## src/rtl/lfsr_rng.sv

```systemverilog
// rtl/lfsr_rng.sv - XNOR Fibonacci LFSR with bounded-range rejection-sampling draw engine
//
// Purpose:
//   Free-running XNOR Fibonacci LFSR. A req/valid draw engine returns a value in
//   [MIN_VAL, MIN_VAL+RANGE-1] by rejecting LFSR states >= RANGE. A watchdog gives up
//   after MAX_TRIES rejections and reports err, with num forced to MIN_VAL.
//
// Ports:
//   clk        rising-edge clock
//   reset      synchronous active-high reset
//   seed_load  load seed_in into the LFSR on this edge (overrides the step)
//   seed_in    seed value; all-ones is replaced by all-zeros
//   req        draw request, sampled only in IDLE
//   busy       high while a draw is being searched
//   valid      one-cycle pulse: num holds a new draw
//   err        one-cycle pulse: watchdog expired, num = MIN_VAL
//   num        last drawn value, held until the next draw
//   lfsr_q     raw LFSR state
module lfsr_rng #(
    parameter int               WIDTH     = 7,
    parameter logic [WIDTH-1:0] TAPS      = 7'b1100000,
    parameter logic [WIDTH-1:0] SEED      = '0,
    parameter int               RANGE     = 100,
    parameter int               MIN_VAL   = 1,
    parameter int               MAX_TRIES = 2**WIDTH
) (
    input  logic                               clk,
    input  logic                               reset,
    input  logic                               seed_load,
    input  logic [WIDTH-1:0]                   seed_in,
    input  logic                               req,
    output logic                               busy,
    output logic                               valid,
    output logic                               err,
    output logic [$clog2(MIN_VAL+RANGE)-1:0]   num,
    output logic [WIDTH-1:0]                   lfsr_q
);

    localparam int NW = $clog2(MIN_VAL + RANGE);
    // Counter only has to hold 0..MAX_TRIES-1.
    localparam int CW = (MAX_TRIES > 1) ? $clog2(MAX_TRIES) : 1;

    localparam logic [0:0] ST_IDLE   = 1'b0;
    localparam logic [0:0] ST_SEARCH = 1'b1;

    logic [0:0]       state_q, state_d;
    logic [CW-1:0]    try_q, try_d;
    logic [NW-1:0]    num_q, num_d;
    logic             valid_q, valid_d;
    logic             err_q, err_d;
    logic [WIDTH-1:0] lfsr_d;
    logic             fb;

    always_comb begin
        // XNOR feedback keeps all-zeros legal; all-ones is the lock-up state and is
        // never produced by the step or by a seed load.
        fb = ~^(lfsr_q & TAPS);
        if (seed_load) begin
            lfsr_d = (seed_in == {WIDTH{1'b1}}) ? '0 : seed_in;
        end else begin
            lfsr_d = {lfsr_q[WIDTH-2:0], fb};
        end

        state_d = state_q;
        try_d   = try_q;
        num_d   = num_q;
        valid_d = 1'b0;
        err_d   = 1'b0;

        case (state_q)
            ST_IDLE: begin
                if (req) begin
                    state_d = ST_SEARCH;
                    try_d   = '0;
                end
            end
            ST_SEARCH: begin
                // Evaluate the current state; a seed loaded this cycle is seen next cycle.
                if (lfsr_q < WIDTH'(RANGE)) begin
                    // lfsr_q < RANGE, so the offset sum fits num without wrapping.
                    num_d   = NW'(lfsr_q) + NW'(MIN_VAL);
                    valid_d = 1'b1;
                    state_d = ST_IDLE;
                end else if (try_q == CW'(MAX_TRIES - 1)) begin
                    num_d   = NW'(MIN_VAL);
                    err_d   = 1'b1;
                    state_d = ST_IDLE;
                end else begin
                    try_d = try_q + CW'(1);
                end
            end
            default: state_d = ST_IDLE;
        endcase
    end

    always_ff @(posedge clk) begin
        if (reset) begin
            lfsr_q  <= SEED;
            state_q <= ST_IDLE;
            try_q   <= '0;
            num_q   <= '0;
            valid_q <= 1'b0;
            err_q   <= 1'b0;
        end else begin
            lfsr_q  <= lfsr_d;
            state_q <= state_d;
            try_q   <= try_d;
            num_q   <= num_d;
            valid_q <= valid_d;
            err_q   <= err_d;
        end
    end

    assign busy  = (state_q == ST_SEARCH);
    assign valid = valid_q;
    assign err   = err_q;
    assign num   = num_q;

endmodule

```

## config.mk

```make
export PLATFORM = sky130hd
export DESIGN_NAME = lfsr_rng
export DESIGN_NICKNAME = d
export VERILOG_FILES = /design/src/rtl/lfsr_rng.sv
export SDC_FILE = /design/constraint.sdc
export NUM_CORES = 1
export LEC_CHECK = 0
export CAP_MARGIN = 20
export CORE_ASPECT_RATIO = 0.7
export CORE_UTILIZATION = 41
export CTS_CLUSTER_SIZE = 28
export DETAILED_ROUTE_END_ITERATION = 10
export PLACE_DENSITY = 0.69
export SYNTH_ARGS = -nofsm -noshare
export SYNTH_HDL_FRONTEND = slang
export SYNTH_SLANG_ARGS = --single-unit
export TNS_END_PERCENT = 1
```

## constraint.sdc

```tcl
create_clock -name clk -period 4.6 [get_ports clk]
set_input_delay 0.46 -clock clk [delete_from_list [all_inputs] [get_ports clk]]
set_output_delay 0.46 -clock clk [all_outputs]
set_load 0.01 [all_outputs]
```

==> flow_metrics.tcl <==
set metrics [dict create \
    tightest_slew_ns 0.619 \
    cts_hold_buf 0 \
    avgSynthCellArea_um2 9.17 \
    synth_top_area_share_pct 45.2 \
    die_y_um 44.6 \
    drt_iter0_markers 61 \
    clock-skew-final_ns 0.00194 \
    syn-instance-count 116 \
    clk_pin_slew_worst_paths_ns 0.08 \
    power_uw 419 \
    async_flop_share_pct 0 \
    end_kind "primary output" \
    clock-root-buffer "clkbuf_8" \
    placementRows 15 \
    synthTopCellsByArea "dfxtp_1 (45%), a21oi_1 (6.6%), a22o_1 (4.9%), nor2b_1 (4.1%), nor2_1 (3.9%)" \
    first_pass_iters 4 \
    grt_pass1_wl_um 4040 \
    die_w_um 62.9 \
    post-route-period-util_pct 42.2 \
    clock_latency_ns 0.26 \
    hp-class "flop to flop" \
    cp_num_buf_inv 1 \
    syn_nets 130 \
    dieArea_mm2 0.00280 \
    clock_sinks 24 \
    cts_tree "done" \
    io_buffers 27 \
    crit_type "flop to primary output" \
    dr_total_vias 978 \
    ctsResizeCount 0 \
    layout.nets 158 \
    ys_types 36 \
    ir_worst_vdd_mv 0.158 \
    synth_mux_area_share_pct 0 \
    synth.largest_area_cell "dfxtp_1" \
    layout-drive-gt1-share_pct 5.59 \
    netlist_area_mm2 0.00106 \
    synth_top_family_by_area "simple AND/OR/NAND/NOR gates" \
    drv_slew 0 \
    clockBufferDepth 2 \
    synthAdderAreaFrac_pct 3.53 \
    overflow 0 \
    slew_headroom_pct 58.6 \
    insertedDiodeCount 0 \
    finalSetupTns_ns 0 \
    rsz0062_at_grt "false" \
    wl_per_cell_um 13.7 \
    drv_cap 0 \
    coreArea_mm2 0.00246 \
    place_hpwl_um 1790 \
    synth-edff-count 0 \
    finalWeightedCongestion 0.916 \
    crit_chain "clkdlybuf4s50_1" \
    cts_setup_buffers 0 \
    routed_wl_um 2430 \
    grt_use_total_pct 19.0 \
    area_delta_synth_final_pct 32.6 \
    grt_pass1_vias 866 \
    via_per_inst 5.53 \
    synth_seq_cells 24 \
    critPathSlowestCell "clkdlybuf4s50_1" \
    startpoint_type "flop" \
    grt_max_degree 19 \
    crit_arrival_ns 1.48 \
    drc 0 \
    ant_nets 0 \
    slowest_delay_ns 0.62 \
    synth-compound-area-share_pct 22.4 \
    grt_antenna_before_repair 0 \
    status "finished, final reports clean" \
    synth_flop_cell "dfxtp_1" \
    power_density_mw_per_mm2 297 \
    max_freq_mhz 515 \
    ios 28 \
    cts_buffers 3 \
    h-tree-depth 1 \
    cp_top_family "buffers and inverters" \
    required_ns 4.14 \
    cp_max_fo 14 \
    leakage_uw 0.000495 \
    yosys.area_share.simple_pct 22.5 \
    synthXorXnorAreaFrac_pct 4.12 \
    yosysWarnings 0 \
    initial_core_util_pct 43.3 \
    setup_viol 0 \
    yosysSeqAreaShare_pct 45.2 \
    layout_min_cycle_time_ns 1.94 \
    hold_viol 0 \
]
==> state kept, by name, indices dropped and copies added, names as in the netlist <==
signal and count:
valid 1, busy 1, try_q 7, lfsr_q 7, err 1, num 7
==> kinds of logic after synthesis <==
| group | Yosys count |
|---|---|
| flops | 24 |
| simple gates | 44 |
| compound gates | 35 |
| fa+ha+maj | 3 |
| xor+xnor | 5 |
| buf+inv | 5 |
==> cell usage after synthesis (all sizes together), types with 2 or more instances <==
cell / instances
dfxtp: 24
a21oi: 14
nor2: 11
nand3: 7
nor2b: 7
a22o: 6
nand2: 5
buf: 4
xnor2: 4
ha: 3
nand4: 3
a211oi: 2
a311oi: 2
a31oi: 2
and4: 2
nand2b: 2
nor3: 2
o21ai: 2
==> metrics by stage <==
stage	instance area (um^2)	utilization, %	hold WS (ns)	cells	setup WS [ns]
6_report	1410	57.4	0.476	177	2.66
4_1_cts	1410	57.4	0.474	177	2.67
3_3_place_gp	1360	55.1	0.454	173	2.64
2_1_floorplan	1060	-	0.441	116	2.95
5_1_grt	1410	57.4	0.498	177	2.58
3_5_place_dp	1360	55.1	0.461	173	2.59
==> worst paths after layout <==
check | startpoint | end | slack, ns | depth (start not counted)
setup / recovery | busy | busy | 2.66 | 1
hold / removal | try_q[6] | try_q[6] | 0.48 | 2
setup reg to reg | try_q[0] | try_q[5] | 2.81 | 5
hold reg to reg | try_q[6] | try_q[6] | 0.48 | 2
==> power by group <==
part / internal (uW) / leakage, uW / switching, uW
clock: 76.3 / 0.0000288 / 62.7
sequential: 215 / 0.000196 / 10.9
combinational: 30.1 / 0.000271 / 23.6
total: 322 / 0.000495 / 97.2
==> per-layer routing <==
| layer | vias to the layer above | GRT usage, % | share of wire (%) |
|---|---|---|---|
| li1 | 485 | - | - |
| met1 | 445 | 26.2 | 49 |
| met2 | 44 | 29.0 | 43 |
| met3 | 4 | 5.67 | 7.4 |
| met4 | 0 | 5.12 | 0.99 |
| met5 | - | 0 | 0 |
==> layout make-up <==
cell class | count | area [um^2]
clock buffer | 4 | 55.1
multi-input combinational | 87 | 558
inverter | 1 | 3.75
timing repair buffer | 27 | 270
sequential | 24 | 480
fill | 235 | 1050
tap | 34 | 42.5
==> layout by cell type (no fill, tap or decap) <==
cell type,synthesis,layout
and3_1,1,1
xnor2_1,4,4
o211ai_1,1,1
nor2b_1,7,7
a311oi_1,2,2
o21a_1,1,1
nand2b_1,2,2
and4_1,1,1
nand2_1,5,5
nor3_1,1,1
nor4_1,1,1
nand3_1,7,7
or4_1,1,1
o31a_2,1,1
and4_4,1,1
and2_1,1,1
o21ba_2,1,1
o31ai_1,1,1
a22o_1,6,6
dfxtp_1,24,24
a211oi_1,2,2
nand3b_1,1,1
o311ai_0,1,1
clkdlybuf4s50_1,0,27
nor2_1,11,11
inv_1,1,1
a21oi_1,14,14
a31oi_1,2,2
nand4_1,3,3
ha_1,3,3
clkbuf_8,0,4
nor3_2,1,1
a211o_1,1,1
xor2_1,1,1
o21ai_0,2,2
Power figures use the tool's default switching activity.
